--- src/rtl/wb_commit_queue_if.sv ---
// MEM -> WB handoff bundle: one queue entry offered per cycle with a valid/allowin handshake.
interface wb_commit_queue_if #(
   parameter int DATA_W = 32,
   parameter int NEXC   = 6
);
   logic              ms2ws_valid;
   logic              ws_allowin;
   logic [31:0]       ms_pc;
   logic [31:0]       ms_vaddr;
   logic              ms_rf_we;
   logic [4:0]        ms_rf_waddr;
   logic [DATA_W-1:0] ms_rf_wdata;
   logic              ms_csr_re;
   logic [NEXC-1:0]   ms_exc;
   logic              ms_ertn;
   logic              ms_refetch;

   modport master (
      output ms2ws_valid, ms_pc, ms_vaddr, ms_rf_we, ms_rf_waddr, ms_rf_wdata,
             ms_csr_re, ms_exc, ms_ertn, ms_refetch,
      input  ws_allowin
   );

   modport slave (
      input  ms2ws_valid, ms_pc, ms_vaddr, ms_rf_we, ms_rf_waddr, ms_rf_wdata,
             ms_csr_re, ms_exc, ms_ertn, ms_refetch,
      output ws_allowin
   );
endinterface

--- src/rtl/wb_commit_queue.sv ---
// In-order writeback commit queue: entries retire from the head into the register file,
// and a faulting/ertn/refetch head raises a one-cycle flush that empties the queue.
module wb_commit_queue #(
   parameter int                DEPTH     = 2,
   parameter int                DATA_W    = 32,
   parameter int                NEXC      = 6,
   parameter logic [6*NEXC-1:0] ECODE_TAB = {6'hd, 6'hc, 6'hb, 6'h9, 6'h8, 6'h0}
) (
   input  logic                    clk,
   input  logic                    resetn,
   wb_commit_queue_if.slave        ms_if,
   input  logic                    commit_ready,
   output logic                    csr_re,
   input  logic [DATA_W-1:0]       csr_rvalue,
   output logic                    rf_we,
   output logic [4:0]              rf_waddr,
   output logic [DATA_W-1:0]       rf_wdata,
   output logic [31:0]             debug_wb_pc,
   output logic [3:0]              debug_wb_rf_we,
   output logic [4:0]              debug_wb_rf_wnum,
   output logic [DATA_W-1:0]       debug_wb_rf_wdata,
   output logic                    wb_ex,
   output logic                    ertn_flush,
   output logic                    wb_refetch_flush,
   output logic [5:0]              wb_ecode,
   output logic [8:0]              wb_esubcode,
   output logic [31:0]             wb_pc,
   output logic [31:0]             wb_vaddr,
   output logic [$clog2(DEPTH):0]  ws_count
);
   localparam int             PW   = $clog2(DEPTH);
   localparam int             CW   = PW + 1;
   localparam logic [CW-1:0]  FULL = CW'(DEPTH);

   logic [31:0]       q_pc      [DEPTH];
   logic [31:0]       q_vaddr   [DEPTH];
   logic              q_rf_we   [DEPTH];
   logic [4:0]        q_waddr   [DEPTH];
   logic [DATA_W-1:0] q_wdata   [DEPTH];
   logic              q_csr_re  [DEPTH];
   logic [NEXC-1:0]   q_exc     [DEPTH];
   logic              q_ertn    [DEPTH];
   logic              q_refetch [DEPTH];

   logic [PW-1:0] head, tail;
   logic [CW-1:0] count;

   logic            head_valid, commit, any_exc, flush, push, pop;
   logic [NEXC-1:0] h_exc;
   logic [5:0]      ecode;

   assign head_valid = (count != '0);
   assign commit     = head_valid & commit_ready;
   assign h_exc      = q_exc[head];
   assign any_exc    = |h_exc;

   assign wb_ex            = commit & any_exc;
   assign ertn_flush       = commit & q_ertn[head] & ~any_exc;
   assign wb_refetch_flush = commit & q_refetch[head] & ~any_exc & ~q_ertn[head];
   assign flush            = wb_ex | ertn_flush | wb_refetch_flush;

   // Allowin looks only at occupancy, so a full queue refuses even when the head retires.
   assign ms_if.ws_allowin = (count != FULL);
   assign push = ms_if.ms2ws_valid & ms_if.ws_allowin & ~flush;
   assign pop  = commit & ~flush;

   // Scan from the lowest-priority source down so the lowest set index wins.
   always_comb begin
      ecode = '0;
      for (int i = NEXC - 1; i >= 0; i--) begin
         if (h_exc[i]) ecode = ECODE_TAB[6*i +: 6];
      end
   end

   assign wb_ecode    = head_valid ? ecode : 6'd0;
   assign wb_esubcode = '0;
   assign wb_pc       = head_valid ? q_pc[head]    : 32'd0;
   assign wb_vaddr    = head_valid ? q_vaddr[head] : 32'd0;

   assign csr_re   = head_valid & q_csr_re[head];
   assign rf_we    = commit & q_rf_we[head] & ~any_exc & ~q_ertn[head];
   assign rf_waddr = q_waddr[head];
   assign rf_wdata = q_csr_re[head] ? csr_rvalue : q_wdata[head];

   assign debug_wb_pc       = q_pc[head];
   assign debug_wb_rf_we    = {4{rf_we}};
   assign debug_wb_rf_wnum  = rf_waddr;
   assign debug_wb_rf_wdata = rf_wdata;
   assign ws_count          = count;

   always_ff @(posedge clk or negedge resetn) begin
      if (!resetn) begin
         head  <= '0;
         tail  <= '0;
         count <= '0;
         for (int i = 0; i < DEPTH; i++) begin
            q_pc[i]      <= '0;
            q_vaddr[i]   <= '0;
            q_rf_we[i]   <= 1'b0;
            q_waddr[i]   <= '0;
            q_wdata[i]   <= '0;
            q_csr_re[i]  <= 1'b0;
            q_exc[i]     <= '0;
            q_ertn[i]    <= 1'b0;
            q_refetch[i] <= 1'b0;
         end
      end else if (flush) begin
         head  <= '0;
         tail  <= '0;
         count <= '0;
      end else begin
         if (push) begin
            q_pc[tail]      <= ms_if.ms_pc;
            q_vaddr[tail]   <= ms_if.ms_vaddr;
            q_rf_we[tail]   <= ms_if.ms_rf_we;
            q_waddr[tail]   <= ms_if.ms_rf_waddr;
            q_wdata[tail]   <= ms_if.ms_rf_wdata;
            q_csr_re[tail]  <= ms_if.ms_csr_re;
            q_exc[tail]     <= ms_if.ms_exc;
            q_ertn[tail]    <= ms_if.ms_ertn;
            q_refetch[tail] <= ms_if.ms_refetch;
            tail            <= tail + PW'(1);
         end
         if (pop) head <= head + PW'(1);
         case ({push, pop})
            2'b10:   count <= count + CW'(1);
            2'b01:   count <= count - CW'(1);
            default: count <= count;
         endcase
      end
   end
endmodule

--- src/flat_wrapper.sv ---
// flat-port wrapper written by rule: the top's interface ports become plain ports
module wb_commit_queue_flat 
#(
   parameter int                DEPTH     = 2,
   parameter int                DATA_W    = 32,
   parameter int                NEXC      = 6,
   parameter logic [6*NEXC-1:0] ECODE_TAB = {6'hd, 6'hc, 6'hb, 6'h9, 6'h8, 6'h0}
)
  (clk, resetn, commit_ready, csr_re, csr_rvalue, rf_we, rf_waddr, rf_wdata, debug_wb_pc, debug_wb_rf_we, debug_wb_rf_wnum, debug_wb_rf_wdata, wb_ex, ertn_flush, wb_refetch_flush, wb_ecode, wb_esubcode, wb_pc, wb_vaddr, ws_count, ms_if_ms2ws_valid, ms_if_ms_pc, ms_if_ms_vaddr, ms_if_ms_rf_we, ms_if_ms_rf_waddr, ms_if_ms_rf_wdata, ms_if_ms_csr_re, ms_if_ms_exc, ms_if_ms_ertn, ms_if_ms_refetch, ms_if_ws_allowin);
  wb_commit_queue_if #(.DATA_W(DATA_W), .NEXC(NEXC)) ms_if_i ();
  input  logic clk;
  input  logic resetn;
  input  logic commit_ready;
  output logic csr_re;
  input  logic [DATA_W-1:0] csr_rvalue;
  output logic rf_we;
  output logic [4:0] rf_waddr;
  output logic [DATA_W-1:0] rf_wdata;
  output logic [31:0] debug_wb_pc;
  output logic [3:0] debug_wb_rf_we;
  output logic [4:0] debug_wb_rf_wnum;
  output logic [DATA_W-1:0] debug_wb_rf_wdata;
  output logic wb_ex;
  output logic ertn_flush;
  output logic wb_refetch_flush;
  output logic [5:0] wb_ecode;
  output logic [8:0] wb_esubcode;
  output logic [31:0] wb_pc;
  output logic [31:0] wb_vaddr;
  output logic [$clog2(DEPTH):0] ws_count;
  input wire logic [$bits(ms_if_i.ms2ws_valid)-1:0] ms_if_ms2ws_valid;
  input wire logic [$bits(ms_if_i.ms_pc)-1:0] ms_if_ms_pc;
  input wire logic [$bits(ms_if_i.ms_vaddr)-1:0] ms_if_ms_vaddr;
  input wire logic [$bits(ms_if_i.ms_rf_we)-1:0] ms_if_ms_rf_we;
  input wire logic [$bits(ms_if_i.ms_rf_waddr)-1:0] ms_if_ms_rf_waddr;
  input wire logic [$bits(ms_if_i.ms_rf_wdata)-1:0] ms_if_ms_rf_wdata;
  input wire logic [$bits(ms_if_i.ms_csr_re)-1:0] ms_if_ms_csr_re;
  input wire logic [$bits(ms_if_i.ms_exc)-1:0] ms_if_ms_exc;
  input wire logic [$bits(ms_if_i.ms_ertn)-1:0] ms_if_ms_ertn;
  input wire logic [$bits(ms_if_i.ms_refetch)-1:0] ms_if_ms_refetch;
  output wire logic [$bits(ms_if_i.ws_allowin)-1:0] ms_if_ws_allowin;
  assign ms_if_i.ms2ws_valid = ms_if_ms2ws_valid;
  assign ms_if_i.ms_pc = ms_if_ms_pc;
  assign ms_if_i.ms_vaddr = ms_if_ms_vaddr;
  assign ms_if_i.ms_rf_we = ms_if_ms_rf_we;
  assign ms_if_i.ms_rf_waddr = ms_if_ms_rf_waddr;
  assign ms_if_i.ms_rf_wdata = ms_if_ms_rf_wdata;
  assign ms_if_i.ms_csr_re = ms_if_ms_csr_re;
  assign ms_if_i.ms_exc = ms_if_ms_exc;
  assign ms_if_i.ms_ertn = ms_if_ms_ertn;
  assign ms_if_i.ms_refetch = ms_if_ms_refetch;
  assign ms_if_ws_allowin = ms_if_i.ws_allowin;
  wb_commit_queue #(.DEPTH(DEPTH), .DATA_W(DATA_W), .NEXC(NEXC), .ECODE_TAB(ECODE_TAB)) u_core (.clk(clk), .resetn(resetn), .ms_if(ms_if_i), .commit_ready(commit_ready), .csr_re(csr_re), .csr_rvalue(csr_rvalue), .rf_we(rf_we), .rf_waddr(rf_waddr), .rf_wdata(rf_wdata), .debug_wb_pc(debug_wb_pc), .debug_wb_rf_we(debug_wb_rf_we), .debug_wb_rf_wnum(debug_wb_rf_wnum), .debug_wb_rf_wdata(debug_wb_rf_wdata), .wb_ex(wb_ex), .ertn_flush(ertn_flush), .wb_refetch_flush(wb_refetch_flush), .wb_ecode(wb_ecode), .wb_esubcode(wb_esubcode), .wb_pc(wb_pc), .wb_vaddr(wb_vaddr), .ws_count(ws_count));
endmodule
--- config.mk ---
export PLATFORM = sky130hd
export DESIGN_NAME = wb_commit_queue_flat
export DESIGN_NICKNAME = d
export VERILOG_FILES = /design/src/rtl/wb_commit_queue_if.sv /design/src/rtl/wb_commit_queue.sv /design/src/flat_wrapper.sv
export SDC_FILE = /design/constraint.sdc
export NUM_CORES = 1
export LEC_CHECK = 0
export BUFFER_PORTS_ARGS = -buffer_cell sky130_fd_sc_hd__clkbuf_2
export CORE_MARGIN = 1.5
export CORE_UTILIZATION = 30
export CTS_CLUSTER_DIAMETER = 50
export DETAILED_ROUTE_END_ITERATION = 8
export GPL_TIMING_DRIVEN = 0
export PLACE_DENSITY = 0.55
export SLEW_MARGIN = 20
export SYNTH_ARGS = -nofsm -noshare
export SYNTH_HDL_FRONTEND = slang
export SYNTH_SLANG_ARGS = --single-unit
--- constraint.sdc ---
create_clock -name clk -period 4.3 [get_ports clk]
set_input_delay 0.215 -clock clk [delete_from_list [all_inputs] [get_ports clk]]
set_output_delay 0.215 -clock clk [all_outputs]
set_load 0.05 [all_outputs]
==> flow_summary.toml, run 1 <==
[worst_setup_path]
crit_path_cell_trace = "buf_2, buf_1, buf_2, buf_2, mux2i_1, nor2_1, buf_4, clkbuf_2"
crit_start = "u_core.head$_DFFE_PN0P_"
crit_fanout = 10
cp-end-kind = "output pin"
crit_arrival_ps = 3660
worst-path-buf-inv = 6
startpoint_type = "register"
crit_path_frequent_cell = "buf_2"
cp.required_ps = 4090
crit_family = "buffers and inverters"
slowest_stage = "buf_1"
slowest_delay_ps = 720
reg2reg_from = "u_core.head$_DFFE_PN0P_"
worstSetupPathType = "register to output pin"

[yosys]
synth_ff_type = "dfrtp_1"
synth-edff-count = 0
synth_compound_area_share_pct = 3.670
synth_area_mm2 = 0.01098
syn_inst = 846
async_flop_share_pct = 100.0
ys_types = 36
yosysWarnings = 0
synth_top_family_by_area = "multiplexers"
yosys-top-cells-area = "dfrtp_1 (52%), mux2_1 (21%), mux2i_1 (6.3%)"
ys_seq_elements = 226
synth_adder_area_share_pct = 0.1140
synth_xor_area_share_pct = 0.3192
yosysSeqAreaShare_pct = 51.52
synth_common_cells = "dfrtp_1 (226), mux2_1 (202), nor2_1 (82)"
yosysTopAreaCell = "dfrtp_1"
synth_mux_area_share_pct = 32.86
avgSynthCellArea_um2 = 12.97
synth_top_area_share_pct = 51.52
yosys.cell_count.top_type = "dfrtp_1"
yosys.area_share.simple_pct = 4.537

[timing]
maxSlewHeadroom_pct = 35.91
slew_violations = 0
period_needed_ps = 3873
finalCritPeriodShare_pct = 90.07
skew_ps = 16.00
rsz0062_at_grt = "false"
finalSetupViolCount = 0
fmax_ghz = 0.2582
finalHoldViolations = 0
whs_ps = 143.1
setup_slack_ps = 427.2
worst_pin_slew_ps = 957.9

[place]
dpl.cell_count = 1651
hpwlAfterDp_mm = 22.31
io_buffers = 332
gp_congestion = 0.7356
pre_cts_ws_ps = 868.5

[clock_tree]
cts_tree = "yes"
clockBufferDepth = 3
cts_buffers = 35
insertion_delay_ps = 500
path_clk_slew_ps = 50
cts-root-buf = "clkbuf_16"
cts_sinks = 226
cts_htree_levels = 2

[grt]
grt-ovfl-total = 0
grt_util_all_layers_pct = 16.23
antenna_found_initial = 3
grt_pass1_vias = 8624
grt_max_degree = 88
grt_first_pass_wirelength_mm = 48.52

[final_layout]
drive_above_1_share_pct = 39.59
nets = 1487
fin_cells = 1827
nFillCells = 3398
final_util_pct = 43.62
syn2layout_area_growth_pct = 42.38

[die]
dieArea_mm2 = 0.03775
rows = 69
dieHeight_um = 194.3
start_util_pct = 30.64
core-area_mm2 = 0.03583
die_x_um = 194.3
io-pin-count = 344

[min_path]
hold_path.class = "input port to register"
min_from = "commit_ready"

[route]
drc_errors = 0
viasPerCell = 4.498
drt_wl_total_mm = 30.50
drtAntennaViolNets = 0
wl_per_cell_um = 16.70
num_vias = 8218
first_iter_violations = 222
detail_route.first_pass.iterations = 4

[run]
maxCapViolCount = 0

[run_status]
status = "finished, final reports clean"
cell families after synthesis:
family,Yosys count
adders and majority gates,1
muxes,328
other,1
AOI/OAI and AO/OA,64
xor gates and xnor gates,4
and+or+nand+nor,113
buffers and inverters,109
DFF,226
per-layer routing:
layer | GRT usage (%) | share of wire [%] | vias up
met4 | 3.501 | 1.5 | 2
met3 | 4.592 | 6.5 | 35
met5 | 0 | 0.052 | -
met1 | 20.28 | 44 | 4037
met2 | 27.82 | 48 | 249
li1 | - | - | 3895
state kept, by name, summed over array words and instances (netlist names):
signal / flops
u_core.q_csr_re: 2
u_core.q_vaddr: 64
u_core.q_wdata: 64
u_core.q_pc: 64
u_core.q_ertn: 2
u_core.q_refetch: 2
u_core.q_waddr: 10
u_core.q_exc: 12
u_core.q_rf_we: 2
u_core.ws_count: 2
u_core.head: 1
u_core.tail: 1
through the flow:
| step | setup TNS [ps] | cell area (um^2) |
|---|---|---|
| after detailed placement | 0 | 13320 |
| after CTS | 0 | 15620 |
| after floorplan | 0 | 11010 |
| final | 0 | 15630 |
| after global routing | 0 | 15630 |
| after global placement | -391470 | 13250 |
area by class of cell:
cell class | count | area (um^2) | area share (%)
diodes | 2 | 5.005 | 0.03202
well taps | 461 | 576.8 | 3.691
clock buffers | 47 | 1054 | 6.741
repair buffers | 446 | 2846 | 18.21
flip-flops and latches | 226 | 5655 | 36.19
clock inverters | 15 | 132.6 | 0.8486
inverters | 3 | 11.26 | 0.07205
plain buffers | 106 | 750.7 | 4.803
multi-input cells | 521 | 4597 | 29.41
cell usage in the layout (no fill, tap or decap), types with 3 or more instances in the layout:
cell and n:
dlygate4sd3_1 112, nor2b_1 13, inv_6 5, buf_6 18, nor2_1 82, xnor2_1 3
clkbuf_1 21, mux2i_1 69, o21a_1 22, conb_1 11, mux2_1 202, buf_2 12
nand2_1 4, a21oi_1 33, clkbuf_16 37, nor3_1 3, clkbuf_8 10, inv_1 3
buf_4 54, dfrtp_1 226, clkinvlp_4 4, clkbuf_2 331, mux2_2 57, clkinv_2 4
final timing paths:
kind | cells past startpoint | slack (ps) | to
worst max-delay path | 8 | 430 | debug_wb_rf_we[0]
worst min-delay path | 4 | 140 | u_core.head$_DFFE_PN0P_
worst max register to register | 9 | 1170 | u_core.ws_count[1]$_DFFE_PN0P_
worst min register to register | 1 | 480 | u_core.q_pc[0]$_DFFE_PN0P_
max in group asynchronous | 4 | 2820 | u_core.q_pc[19]$_DFFE_PN0P_
min in group asynchronous | 2 | 260 | u_core.q_vaddr[18]$_DFFE_PN0P_
worst register-to-register path: cells and delay by family (launching register included):
kind / cells / cell delay (ps)
XOR/XNOR: 1 / 120
buffers and inverters: 3 / 1650
adder cells (fa/ha/maj): 1 / 260
flip-flops: 1 / 310
AND/OR/NAND/NOR: 3 / 350
multiplexers: 1 / 320
what timing repair did:
| action | in CTS | in global routing |
|---|---|---|
| gates resized for setup | 0 | 0 |
| endpoints found under the hold margin | 292 | 0 |
| hold buffers | 112 | 0 |
| buffers inserted | 0 | 0 |
| setup endpoints to repair | 0 | 0 |
Power of run 1 is not shown: default switching activity piles up to over one toggle a cycle in this logic, so the estimate is an artifact.
==> run 2: changes to the inputs <==
--- a/config.mk
+++ b/config.mk
@@ -12,6 +12,8 @@
 export DETAILED_ROUTE_END_ITERATION = 8
 export GPL_TIMING_DRIVEN = 0
 export PLACE_DENSITY = 0.55
+export SETUP_SLACK_MARGIN = 0.5
+export SKIP_CTS_REPAIR_TIMING = 1
 export SLEW_MARGIN = 20
 export SYNTH_ARGS = -nofsm -noshare
 export SYNTH_HDL_FRONTEND = slang
==> constraint.sdc (replaced) <==
create_clock -name clk -period 4 [get_ports clk]
set_input_delay 0.2 -clock clk [delete_from_list [all_inputs] [get_ports clk]]
set_output_delay 0.2 -clock clk [all_outputs]
set_load 0.05 [all_outputs]
==> flow_summary.toml, run 2 (same netlist as run 1, synthesis figures left out) <==
[run_status]
status = "finished, final reports clean"

[die]
core-area_mm2 = 0.03583
die_x_um = 194.3
rows = 69
dieHeight_um = 194.3
start_util_pct = 30.64
io-pin-count = 344
dieArea_mm2 = 0.03775

[route]
viasPerCell = 4.512
first_iter_violations = 190
detail_route.first_pass.iterations = 4
num_vias = 8243
drt_wl_total_mm = 30.49
drtAntennaViolNets = 0
drc_errors = 0
wl_per_cell_um = 16.69

[clock_tree]
cts_buffers = 35
path_clk_slew_ps = 50
insertion_delay_ps = 500
clockBufferDepth = 3
cts_htree_levels = 2
cts_tree = "yes"
cts-root-buf = "clkbuf_16"
cts_sinks = 226

[worst_setup_path]
crit_arrival_ps = 3080
crit_fanout = 10
slowest_stage = "buf_2"
cp.required_ps = 3800
startpoint_type = "register"
worstSetupPathType = "register to output pin"
crit_path_frequent_cell = "buf_2"
crit_path_cell_trace = "buf_2, buf_2, buf_2, clkbuf_4, mux2i_1, nor2_2, buf_4, clkbuf_2"
cp-end-kind = "output pin"
slowest_delay_ps = 410
reg2regPathDepth = 10

[grt]
antenna_found_initial = 3
grt_max_degree = 88
grt-ovfl-total = 0
grt_pass1_vias = 8026
grt_first_pass_wirelength_mm = 46.86
grt_util_all_layers_pct = 15.90

[final_layout]
nets = 1487
final_util_pct = 43.66
fin_cells = 1827
mostFrequentLayoutCells = "clkbuf_2 (335), dfrtp_1 (226), mux2_1 (202)"
top_regs = "u_core.q_pc: 64 flops, u_core.q_vaddr: 64 flops, u_core.q_wdata: 64 flops"
drive_above_1_share_pct = 40.03
nFillCells = 3387
syn2layout_area_growth_pct = 42.51
final_common_cell = "clkbuf_2"

[run]
maxCapViolCount = 0

[timing]
skew_ps = 15.91
fmax_ghz = 0.3052
rsz0062_at_grt = "false"
worst_pin_slew_ps = 954.9
slew_violations = 0
period_needed_ps = 3276
maxSlewHeadroom_pct = 36.11
finalCritPeriodShare_pct = 81.91
finalHoldViolations = 0
finalSetupViolCount = 0
setup_slack_ps = 723.7
fin_tns_setup_ps = 0

[place]
gp_congestion = 0.7356
pre_cts_ws_ps = 583.5
dpl.cell_count = 1651
io_buffers = 332
hpwlAfterDp_mm = 22.31

[min_path]
hold_path.class = "input port to register"
holdPathStages = 4
==> run 2: worst max-delay path, delay by kind of cell (launching register included) <==
family	cells	cell delay [ps]
multiplexers	1	130
flip-flops	1	310
AND/OR/NAND/NOR	1	260
buffers and inverters	6	1870
==> run 2: worst paths after layout <==
kind                                           startpoint  slack [ps]                        endpoint
max in group asynchronous                          resetn        2540     u_core.q_pc[19]$_DFFE_PN0P_
min in group asynchronous                          resetn         250  u_core.q_vaddr[18]$_DFFE_PN0P_
setup reg to reg           u_core.ws_count[0]$_DFFE_PN0P_        1280  u_core.ws_count[1]$_DFFE_PN0P_
hold / removal                               commit_ready         130         u_core.head$_DFFE_PN0P_
hold reg to reg                u_core.q_pc[0]$_DFFE_PN0P_         470      u_core.q_pc[0]$_DFFE_PN0P_
setup / recovery                  u_core.head$_DFFE_PN0P_         720               debug_wb_rf_we[0]
==> run 2: cell type report <==
type | instances | area [um^2] | share of cell area, %
repair buffers | 446 | 2846 | 18.20
well taps | 461 | 576.8 | 3.687
clock inverters | 15 | 132.6 | 0.8479
plain buffers | 106 | 762.0 | 4.871
diodes | 2 | 5.005 | 0.03199
inverters | 3 | 11.26 | 0.07199
multi-input cells | 521 | 4599 | 29.40
clock buffers | 47 | 1054 | 6.735
flip-flops and latches | 226 | 5655 | 36.15
==> run 2: metal layers <==
layer | share of wire, % | GRT usage (%) | up-vias
li1 | - | - | 3893
met1 | 44 | 19.73 | 4066
met2 | 48 | 26.75 | 245
met3 | 6.3 | 5.444 | 37
met4 | 1.5 | 3.328 | 2
met5 | 0.039 | 0 | -
==> run 2: per-stage QoR <==
stage	hold WS, ps	cell area (um^2)
3_5_place_dp	237.0	13320
2_1_floorplan	-95.59	11010
3_3_place_gp	434.1	13250
6_report	125.1	15640
5_1_grt	163.9	15640
4_1_cts	-290.6	14500
Power of run 2 is left out for the same reason.
